<file path="src/rtl/hazard_ctrl.sv">
// rtl/hazard_ctrl.sv - prioritised stall/flush/forwarding control for the 5-stage RV32I pipeline
module hazard_ctrl #(
  parameter int REG_ADDR_W = 5,
  parameter int MD_LAT     = 4,
  parameter int CNT_W      = 32
) (
  input  logic                  clk,
  input  logic                  rst_n,
  input  logic [REG_ADDR_W-1:0] Rs1D,
  input  logic [REG_ADDR_W-1:0] Rs2D,
  input  logic [REG_ADDR_W-1:0] Rs1E,
  input  logic [REG_ADDR_W-1:0] Rs2E,
  input  logic [REG_ADDR_W-1:0] RdE,
  input  logic [REG_ADDR_W-1:0] RdM,
  input  logic [REG_ADDR_W-1:0] RdW,
  input  logic                  RegWriteM,
  input  logic                  RegWriteW,
  input  logic                  MemReadE,
  input  logic                  MemAccessM,
  input  logic                  MemReadyM,
  input  logic                  MulDivE,
  input  logic                  PCSrcE,
  output logic [1:0]            ForwardAE,
  output logic [1:0]            ForwardBE,
  output logic                  StallF,
  output logic                  StallD,
  output logic                  StallE,
  output logic                  StallM,
  output logic                  FlushD,
  output logic                  FlushE,
  output logic                  FlushM,
  output logic                  md_busy,
  output logic [CNT_W-1:0]      stall_cycles
);

  localparam int MD_W = (MD_LAT > 1) ? $clog2(MD_LAT) : 1;
  localparam logic [MD_W-1:0] MD_LAST = MD_W'(MD_LAT - 1);

  logic [MD_W-1:0] md_cnt;
  logic            mem_wait;
  logic            md_hold;
  logic            load_use;

  function automatic logic [1:0] fwd_sel(
    input logic [REG_ADDR_W-1:0] rs,
    input logic [REG_ADDR_W-1:0] rd_m,
    input logic                  we_m,
    input logic [REG_ADDR_W-1:0] rd_w,
    input logic                  we_w
  );
    if (we_m && (rd_m != '0) && (rd_m == rs))      fwd_sel = 2'b10;
    else if (we_w && (rd_w != '0) && (rd_w == rs)) fwd_sel = 2'b01;
    else                                           fwd_sel = 2'b00;
  endfunction

  assign mem_wait = MemAccessM && !MemReadyM;
  assign md_hold  = MulDivE && (md_cnt != MD_LAST);
  assign load_use = MemReadE && (RdE != '0) && ((RdE == Rs1D) || (RdE == Rs2D));

  // Everything is forced quiet while reset is held, including forwarding.
  always_comb begin
    ForwardAE = 2'b00;
    ForwardBE = 2'b00;
    StallF    = 1'b0;
    StallD    = 1'b0;
    StallE    = 1'b0;
    StallM    = 1'b0;
    FlushD    = 1'b0;
    FlushE    = 1'b0;
    FlushM    = 1'b0;
    md_busy   = 1'b0;
    if (rst_n) begin
      ForwardAE = fwd_sel(Rs1E, RdM, RegWriteM, RdW, RegWriteW);
      ForwardBE = fwd_sel(Rs2E, RdM, RegWriteM, RdW, RegWriteW);
      md_busy   = md_hold;
      if (mem_wait) begin
        StallF = 1'b1;
        StallD = 1'b1;
        StallE = 1'b1;
        StallM = 1'b1;
      end else if (md_hold) begin
        StallF = 1'b1;
        StallD = 1'b1;
        StallE = 1'b1;
        FlushM = 1'b1;
      end else if (PCSrcE) begin
        FlushD = 1'b1;
        FlushE = 1'b1;
      end else if (load_use) begin
        StallF = 1'b1;
        StallD = 1'b1;
        FlushE = 1'b1;
      end
    end
  end

  // md_cnt wraps to 0 on the instruction's last cycle so a back-to-back op starts fresh.
  always_ff @(posedge clk) begin
    if (!rst_n) begin
      md_cnt <= '0;
    end else if (!MulDivE) begin
      md_cnt <= '0;
    end else if (!mem_wait) begin
      if (md_cnt == MD_LAST) md_cnt <= '0;
      else                   md_cnt <= md_cnt + 1'b1;
    end
  end

  always_ff @(posedge clk) begin
    if (!rst_n) begin
      stall_cycles <= '0;
    end else if (StallF && !(&stall_cycles)) begin
      stall_cycles <= stall_cycles + 1'b1;
    end
  end

endmodule

</file>
<file path="config.mk">
export PLATFORM = sky130hd
export DESIGN_NAME = hazard_ctrl
export DESIGN_NICKNAME = d
export VERILOG_FILES = /design/src/rtl/hazard_ctrl.sv
export SDC_FILE = /design/constraint.sdc
export NUM_CORES = 1
export LEC_CHECK = 0
export ABC_AREA = 0
export BUFFER_PORTS_ARGS = -buffer_cell sky130_fd_sc_hd__buf_2
export CORE_ASPECT_RATIO = 0.5
export CORE_MARGIN = 1
export CORE_UTILIZATION = 49
export DETAILED_ROUTE_END_ITERATION = 10
export GPL_TIMING_DRIVEN = 0
export PLACE_DENSITY = 0.8
export SKIP_CTS_REPAIR_TIMING = 1
export SLEW_MARGIN = 30
export SYNTH_ARGS = -nofsm -noshare
export SYNTH_HDL_FRONTEND = slang
export SYNTH_SLANG_ARGS = --single-unit
export TNS_END_PERCENT = 50
</file>
<file path="constraint.sdc">
create_clock -name clk -period 2.4 [get_ports clk]
set_clock_uncertainty 0.05 [all_clocks]
set_input_delay 0 -clock clk [delete_from_list [all_inputs] [get_ports clk]]
set_output_delay 0 -clock clk [all_outputs]
set_load 0.02 [all_outputs]
</file>
# Word-level counts from Yosys, hierarchy flattened
# Index checks and enable logic that the tools add are counted.
[word_totals]
in_bits = 44
out_inout_bits = 44
word_cells = 59
ff_bits = 34
[classes]
n_eq_ne = 8
addsub = 2
n_mux = 28
n_reduce_logical = 19
[op_table]
columns = ["op", "count"]
rows = [
  ["$add A32 B1 Y32 const B", 1],
  ["$reduce_and A32 Y1", 1],
  ["$eq A5 B5 Y1", 6],
  ["$mux W1", 23],
  ["$reduce_bool A5 Y1", 3],
  ["$logic_and A1 B1 Y1", 11],
  ["$mux W2", 5],
  ["$add A2 B1 Y2 const B", 1],
  ["$eq A2 B2 Y1 const B", 1],
  ["$logic_not A1 Y1", 2],
  ["$ne A2 B2 Y1 const B", 1],
  ["$reduce_and A2 Y1", 1],
  ["$logic_or A1 B1 Y1", 1],
]

# Logic depth before layout (Yosys ltp)
# Gate-level depths: netlist of run 1.
[depth]
word_depth = 9
depth_mapped = 9
mapped_depth_nobuf = 8

# Worst setup path before layout of run 1
# Ideal clock, no wire load.
[synth_path]
kind = "register to register"
start = "register stall_cycles[0]"
end = "register stall_cycles[1]"
path_stages_with_launch = 10
period_less_slack_ns = 2.191
setup_slack_ns = 0.209
setup_time_ns = 0.132
t_arrival_ns = 2.008
path_cell_list = "dfxtp_1 ha_1 nand2_1 nor4_1 nand2_2 nor3_4 buf_6 buf_6 nand3b_1 a21oi_1"
[synth_via]
elab_chain_len = 3
[synth_rtl]
columns = ["item", "line", "source"]
rows = [
  ["start, declared", "33", "output logic [CNT_W-1:0] stall_cycles"],
  ["start signal, assigned", "113", "stall_cycles <= stall_cycles + 1'b1;"],
  ["parallel branches: the longest is 3 deep, another holds $add A32 B1 Y32", "--", ""],
]
# Parallel ways; which one is timed is not known.
# A chain may end at the register's enable or synchronous reset.

# Final worst setup path of run 1
[layout_path]
start = "register stall_cycles[20]"
end = "register stall_cycles[1]"
[layout_via]
elab_chain_len = 3
[layout_rtl]
columns = ["item", "line", "source"]
rows = [
  ["$reduce_and A32 Y1", "112", "end else if (StallF && !(&stall_cycles)) begin"],
  ["$logic_not A1 Y1", "112", ""],
  ["$logic_and A1 B1 Y1", "112", ""],
]
# Every way passes these cells.

==> results of run 1 <==
==> sequential cells by signal, summed over array words and instances, names as in the netlist <==
name	flops
stall_cycles	32
md_cnt	2
==> per-layer routing <==
| metal | track usage | wire, µm | vias up |
|---|---|---|---|
| met5 | 0 | 0 | - |
| met4 | 0.117 | 107 | 0 |
| li1 | - | - | 1227 |
| met1 | 0.334 | 2810 | 1201 |
| met3 | 0.0529 | 478 | 17 |
| met2 | 0.492 | 3230 | 127 |
==> through the flow <==
stage / total power, mW / area, µm² / setup TNS, ns / hold slack [ns] / util
2_1_floorplan: 0.686 / 2270 / 0 / 0.0817 / -
3_3_place_gp: 0.767 / 2780 / -0.322 / 0.260 / 0.628
3_5_place_dp: 0.775 / 2780 / -0.546 / 0.292 / 0.628
4_1_cts: 1.32 / 2890 / -0.953 / -0.00922 / 0.654
5_1_grt: 1.36 / 2930 / -0.0103 / 0.0134 / 0.662
6_report: 1.33 / 2930 / 0 / -0.0148 / 0.662
==> worst max-delay path, delay by kind of cell (launching register included) <==
family / cells / cell delay [ns]
simple gates: 5 / 1.23
flops: 1 / 0.43
compound gates: 1 / 0.07
buf+inv: 2 / 0.34
==> report_power, final <==
group          switching [mW]  internal, mW  leakage [nW]
clock                   0.229         0.333        0.0573
combinational           0.115        0.0792         0.917
sequential            0.00383         0.567         0.274
total                   0.347         0.979          1.25
==> final timing paths <==
| check | from | end | slack, ns | cells past startpoint |
|---|---|---|---|---|
| max | stall_cycles[20] | stall_cycles[1] | 0.15 | 8 |
| min | MulDivE | md_cnt[0] | -0.01 | 3 |
| min reg2reg | stall_cycles[6] | stall_cycles[6] | 0.45 | 2 |
| max reg2reg | stall_cycles[20] | stall_cycles[1] | 0.15 | 8 |
==> final cells by class <==
type / instances / area (µm²)
Inverter: 9 / 33.8
Clock buffer: 6 / 82.6
Multi-Input combinational cell: 224 / 1500
Fill cell: 390 / 1500
Clock inverter: 1 / 30.0
Sequential cell: 34 / 681
Timing Repair Buffer: 89 / 450
Tap cell: 57 / 71.3
Buffer: 13 / 77.6
==> cells in the mapped netlist (8+ instances only) <==
cell type	n	area [µm²]
mux2i_1	11	110
o21ai_0	8	40.0
or3_1	9	56.3
inv_1	8	30.0
nor4_1	9	56.3
nor3_1	9	45.0
nand2_1	26	97.6
xor2_1	24	210
dfxtp_1	34	681
nand4_1	9	56.3
nand3_1	15	75.1
or4_1	16	120
a21oi_1	23	115
o31ai_1	11	82.6
nor2_1	9	33.8
==> kinds of logic after synthesis <==
logic type | after synthesis
simple gates | 128
flops | 34
buf+inv | 22
xor+xnor | 30
compound gates | 53
fa+ha+maj | 2
mux | 11
==> placed cells by master, fill, tap and decap left out, types with 8 or more instances in the layout <==
cell | netlist | layout
nand4_1 | 9 | 9
a21oi_1 | 23 | 23
o31ai_1 | 11 | 11
mux2i_1 | 11 | 11
or3_1 | 9 | 9
or4_1 | 16 | 16
nand3_1 | 15 | 15
nor2_1 | 9 | 9
o21ai_0 | 8 | 8
nor3_1 | 9 | 9
buf_2 | 6 | 92
nand2_1 | 26 | 25
dfxtp_1 | 34 | 34
xor2_1 | 24 | 24
inv_1 | 8 | 8
nor4_1 | 9 | 8
==> results.tsv, run 1 <==
stage	metric	value	unit
clocking	clk_path_buf_depth	2	
placement	globalplace.congestion	0.829	
sta	whs	-0.0148	ns
critical_path	critPathMaxFanout	10	
clocking	root_buffer	clkbuf_8	
critical_path	start_kind	flop	
synth	syn_area	0.00227	mm²
floorplan	io_pins	88	
clocking	cts_tree	built	
synth	syn_nets	326	
floorplan	rows	17	
cells_and_area	instances_no_fill	433	
critical_path	crit_top_cell	buf_6	
job	drv_cap	0	
floorplan	floorplan.initialDensity	0.514	
detailed_routing	vias_per_cell	5.94	
clocking	htreeDepth	2	
placement	numPortBuffers	87	
synth	ys_seq_elements	34	
synth	synth_edf_count	0	
synth	synth_cell_types	44	
detailed_routing	wl_per_cell	15.3	µm
run_status	violations	hold timing	
cells_and_area	num_antenna_cells	0	
synth	syn_inst	280	
hold_path	hp-class	input pin to flop	
synth	synthMuxAreaShare	0.0485	
floorplan	dieArea	0.00493	mm²
global_route	antenna_found_initial	0	
clocking	path_clk_slew	0.07	ns
detailed_routing	remaining_drc_errors	0	
global_route	grt_pass1_vias	2413	
floorplan	die_w	98.3	µm
synth	synth_compound_area_frac	0.149	
sta	fmax	444	MHz
critical_path	crit_path_max_incr_delay	0.48	ns
placement	pre_cts_ws	-0.114	ns
detailed_routing	routed_wirelength	6630	µm
sta	slew_headroom	0.570	
global_route	grt_first_pass_wirelength	10800	µm
global_route	grt_overflow	0	
sta	rsz0062_at_grt	true	
cells_and_area	nets	422	
synth	synth_top_family_by_area	simple AND/OR/NAND/NOR gates	
clocking	numCtsBuffers	5	
run_status	outcome	complete, but fails checks	
power	p_leak	1.25	nW
clocking	clk_latency	0.29	ns
critical_path	cp_slowest_cell	nor4_4	
critical_path	crit_type	flop to flop	
cells_and_area	area_delta_synth_final	28.9	%
critical_path	endpoint_kind	flop	
synth	yosys.area_share.adder	0.0110	
power	power_per_cell_area	453	mW/mm²
detailed_routing	firstDrtPassIters	7	
detailed_routing	vias	2572	
floorplan	fp.coreArea	0.00442	mm²
synth	ys.flop_type	dfxtp_1	
sta	finalSetupViolCount	0	
sta	final_hold_viol_count	2	
synth	yosys_warnings	0	
critical_path	crit_chain	nand4_1 > nor4_4 > nand2_2 > nor3_4 > buf_6 > buf_6 > nand3b_1 > a21oi_1	
sta	tightest_slew	0.645	ns
clocking	clock_sinks	34	
synth	postSynthAreaPerCell	8.11	µm²
detailed_routing	drt_iter0_markers	240	
sta	finalCritPeriodShare	0.938	
floorplan	die_y	50.2	µm
synth	synthXorXnorAreaFrac	0.116	
global_route	grt_usage	0.276	
power	irDropWorstVdd	0.282	mV
synth	yosysSeqAreaShare	0.300	
sta	period_minus_slack	2.25	ns
synth	async_flop_share	0	
sta	fin_ws	0.149	ns
critical_path	crit_arrival	2.36	ns
detailed_routing	postRouteAntennaNets	0	
placement	hpwl	4870	µm
global_route	grt_start_max_net_pins	11	
sta	finalMaxSlewViolations	0	
cells_and_area	final_layout_size_suffix_gt1_frac	0.303	
synth	yosys.area_share.simple	0.329	
critical_path	cp.required	2.51	ns
placement	dp_cells	424	
Note: power is estimated with default switching activity, not from simulation.
==> run 2, diff against run 1 <==
--- a/config.mk
+++ b/config.mk
@@ -9,10 +9,11 @@
 export BUFFER_PORTS_ARGS = -buffer_cell sky130_fd_sc_hd__buf_2
 export CORE_ASPECT_RATIO = 0.5
 export CORE_MARGIN = 1
-export CORE_UTILIZATION = 49
+export CORE_UTILIZATION = 53
+export CTS_CLUSTER_DIAMETER = 80
 export DETAILED_ROUTE_END_ITERATION = 10
 export GPL_TIMING_DRIVEN = 0
-export PLACE_DENSITY = 0.8
+export PLACE_DENSITY = 0.86
 export SKIP_CTS_REPAIR_TIMING = 1
 export SLEW_MARGIN = 30
 export SYNTH_ARGS = -nofsm -noshare
==> constraint.sdc (replaced) <==
create_clock -name clk -period 2.88 [get_ports clk]
set_clock_uncertainty 0.05 [all_clocks]
set_input_delay 0 -clock clk [delete_from_list [all_inputs] [get_ports clk]]
set_output_delay 0 -clock clk [all_outputs]
set_load 0.02 [all_outputs]
==> results.tsv, run 2 (synthesized netlist as in run 1, its figures left out) <==
stage	metric	value	unit	change
global_route	grt_first_pass_wirelength	10200	µm	-5.6%
detailed_routing	wl_met1	2740	µm	-2.5%
power	irDropWorstVdd	0.195	mV	-31%
run_status	violations	hold timing		
sta	slew_headroom	0.607		+0.0376
floorplan	fp.coreArea	0.00400	mm²	-9.5%
floorplan	floorplan.initialDensity	0.567		+0.0539
clocking	path_clk_slew	0.07	ns	about the same
clocking	root_buffer	clkbuf_8		
floorplan	rows	16		-1
cells_and_area	area_delta_synth_final	27.0	%	
critical_path	crit_type	flop to flop		
placement	dp_cells	421		-0.71%
placement	globalplace.congestion	0.851		+2.7%
detailed_routing	vias	2544		-1.1%
critical_path	endpoint_kind	flop		
sta	fmax	388	MHz	-13%
sta	finalMaxSlewViolations	0		unchanged
cells_and_area	instances_no_fill	429		-0.92%
critical_path	crit_arrival	2.69	ns	+0.33 ns
power	clockPowerShare	0.398		-0.025
critical_path	r2r_cells	9		+1
critical_path	r2r_setup_slack	0.30	ns	+0.15 ns
detailed_routing	drt_iter0_markers	127		-47%
detailed_routing	firstDrtPassIters	5		-2
detailed_routing	top_layer	met4		
global_route	grt_start_max_net_pins	11		unchanged
clocking	numCtsBuffers	5		unchanged
critical_path	crit_chain	ha_1 > nand2_1 > nor4_1 > nand2_2 > nor3_4 > buf_6 > buf_6 > nand3b_1 > a21oi_1		
floorplan	die_w	94.6	µm	-3.8%
floorplan	io_pins	88		unchanged
detailed_routing	postRouteAntennaNets	0		unchanged
clocking	clk_path_buf_depth	2		unchanged
run_status	outcome	complete, but fails checks		
global_route	grt_usage	0.283		+0.00638
cells_and_area	nets	420		-0.47%
sta	tightest_slew	0.589	ns	-0.0564 ns
critical_path	cp.required	2.99	ns	+0.48 ns
job	drv_cap	0		unchanged
power	switching_power	274	µW	-21%
power	p_comb_frac	0.150		+0.004
sta	finalCritPeriodShare	0.896		-0.0425
sta	fin_ws	0.301	ns	+0.152 ns
clocking	clk_latency	0.29	ns	about the same
sta	fin_setup_tns	0	ns	unchanged
hold_path	hp-class	input pin to flop		
global_route	grt_pass1_vias	2312		-4.2%
placement	hpwl	4610	µm	-5.4%
detailed_routing	routed_wirelength	6180	µm	-6.8%
sta	rsz0062_at_grt	false		
power	internal_power	780	µW	-20%
clocking	htreeDepth	2		unchanged
detailed_routing	wl_met3	340	µm	-29%
cells_and_area	final_common_cell	buf_2		
global_route	grt_overflow	0		unchanged
detailed_routing	remaining_drc_errors	0		unchanged
clocking	cts_tree	built		
cells_and_area	final_cell_mix	buf_2 (93), dfxtp_1 (34), nand2_1 (26)		
clocking	clock_sinks	34		unchanged
cells_and_area	largest_register_ffs	32		unchanged
cells_and_area	num_antenna_cells	0		unchanged
power	power_per_cell_area	365	mW/mm²	-19%
placement	pre_cts_ws	0.392	ns	+0.506 ns
critical_path	cp_slowest_cell	nor4_1		
floorplan	dieArea	0.00457	mm²	-7.3%
cells_and_area	top_register	stall_cycles		
sta	final_hold_viol_count	2		unchanged
critical_path	critPathMaxFanout	10		unchanged
cells_and_area	final_layout_size_suffix_gt1_frac	0.293		-0.00986
cells_and_area	top_regs	stall_cycles: 32 flops, md_cnt: 2 flops		
detailed_routing	wl_per_cell	14.4	µm	-6.0%
critical_path	start_kind	flop		
critical_path	crit_path_max_incr_delay	0.54	ns	+0.06 ns
floorplan	die_y	48.3	µm	-3.7%
global_route	antenna_found_initial	0		unchanged
power	power.share.switching	0.260		-0.00137
critical_path	crit_top_cell	buf_6		
hold_path	worstHoldPathCells	3		unchanged
sta	finalSetupViolCount	0		unchanged
power	p_leak	1.22	nW	-2.4%
placement	numPortBuffers	87		unchanged
detailed_routing	wl_met2	3010	µm	-6.8%
sta	period_minus_slack	2.58	ns	+0.328 ns
detailed_routing	vias_per_cell	5.93		-0.17%
sta	whs	-0.0170	ns	-0.00216 ns
power	p_seq_frac	0.452		+0.021
-- run 2: layer usage --
layer / GRT usage / up-vias
met5: 0 / -
met4: 0.0985 / 0
met3: 0.0472 / 12
met2: 0.499 / 111
met1: 0.349 / 1188
li1: - / 1233
-- run 2: cell type report --
cell class                      count  area [µm²]
Multi-Input combinational cell    224        1480
Fill cell                         324        1120
Sequential cell                    34         681
Timing Repair Buffer               87         435
Clock buffer                        8         110
Buffer                             13        75.1
Tap cell                           54        67.6
Inverter                            9        33.8
-- run 2: path summary, 6_finish.rpt --
path,start,endpoint
setup / recovery,stall_cycles[0],stall_cycles[1]
hold / removal,MulDivE,md_cnt[0]
hold reg to reg,stall_cycles[16],stall_cycles[16]
setup reg to reg,stall_cycles[0],stall_cycles[1]
-- run 2: per-stage QoR --
stage / area [µm²] / utilization / power, mW / hold WS [ns]
finish: 2890 / 0.721 / 1.05 / -0.0170
global route: 2890 / 0.721 / 1.10 / 0.000724
CTS: 2890 / 0.721 / 1.06 / -0.0249
detailed placement: 2780 / 0.693 / 0.644 / 0.279
global placement: 2780 / 0.693 / 0.638 / 0.259
floorplan: 2270 / - / 0.571 / 0.0817
-- run 2: power groups by stage --
| stage | Sequential, mW | Clock, mW | Combinational, mW |
|---|---|---|---|
| after floorplan | 0.489 | 0 | 0.0825 |
| after detailed placement | 0.487 | 0 | 0.157 |
| after CTS | 0.476 | 0.421 | 0.158 |
| after global routing | 0.476 | 0.445 | 0.174 |
| after global placement | 0.486 | 0 | 0.151 |
| final | 0.476 | 0.420 | 0.159 |
-- run 2: critical path: cells and delay by family, from the launching register on --
kind / cells / cell delay (ns)
AO/OA/AOI/OAI: 1 / 0.06
adder cells (fa/ha/maj): 1 / 0.22
buffers and inverters: 2 / 0.35
flip-flops: 1 / 0.39
AND/OR/NAND/NOR: 5 / 1.38
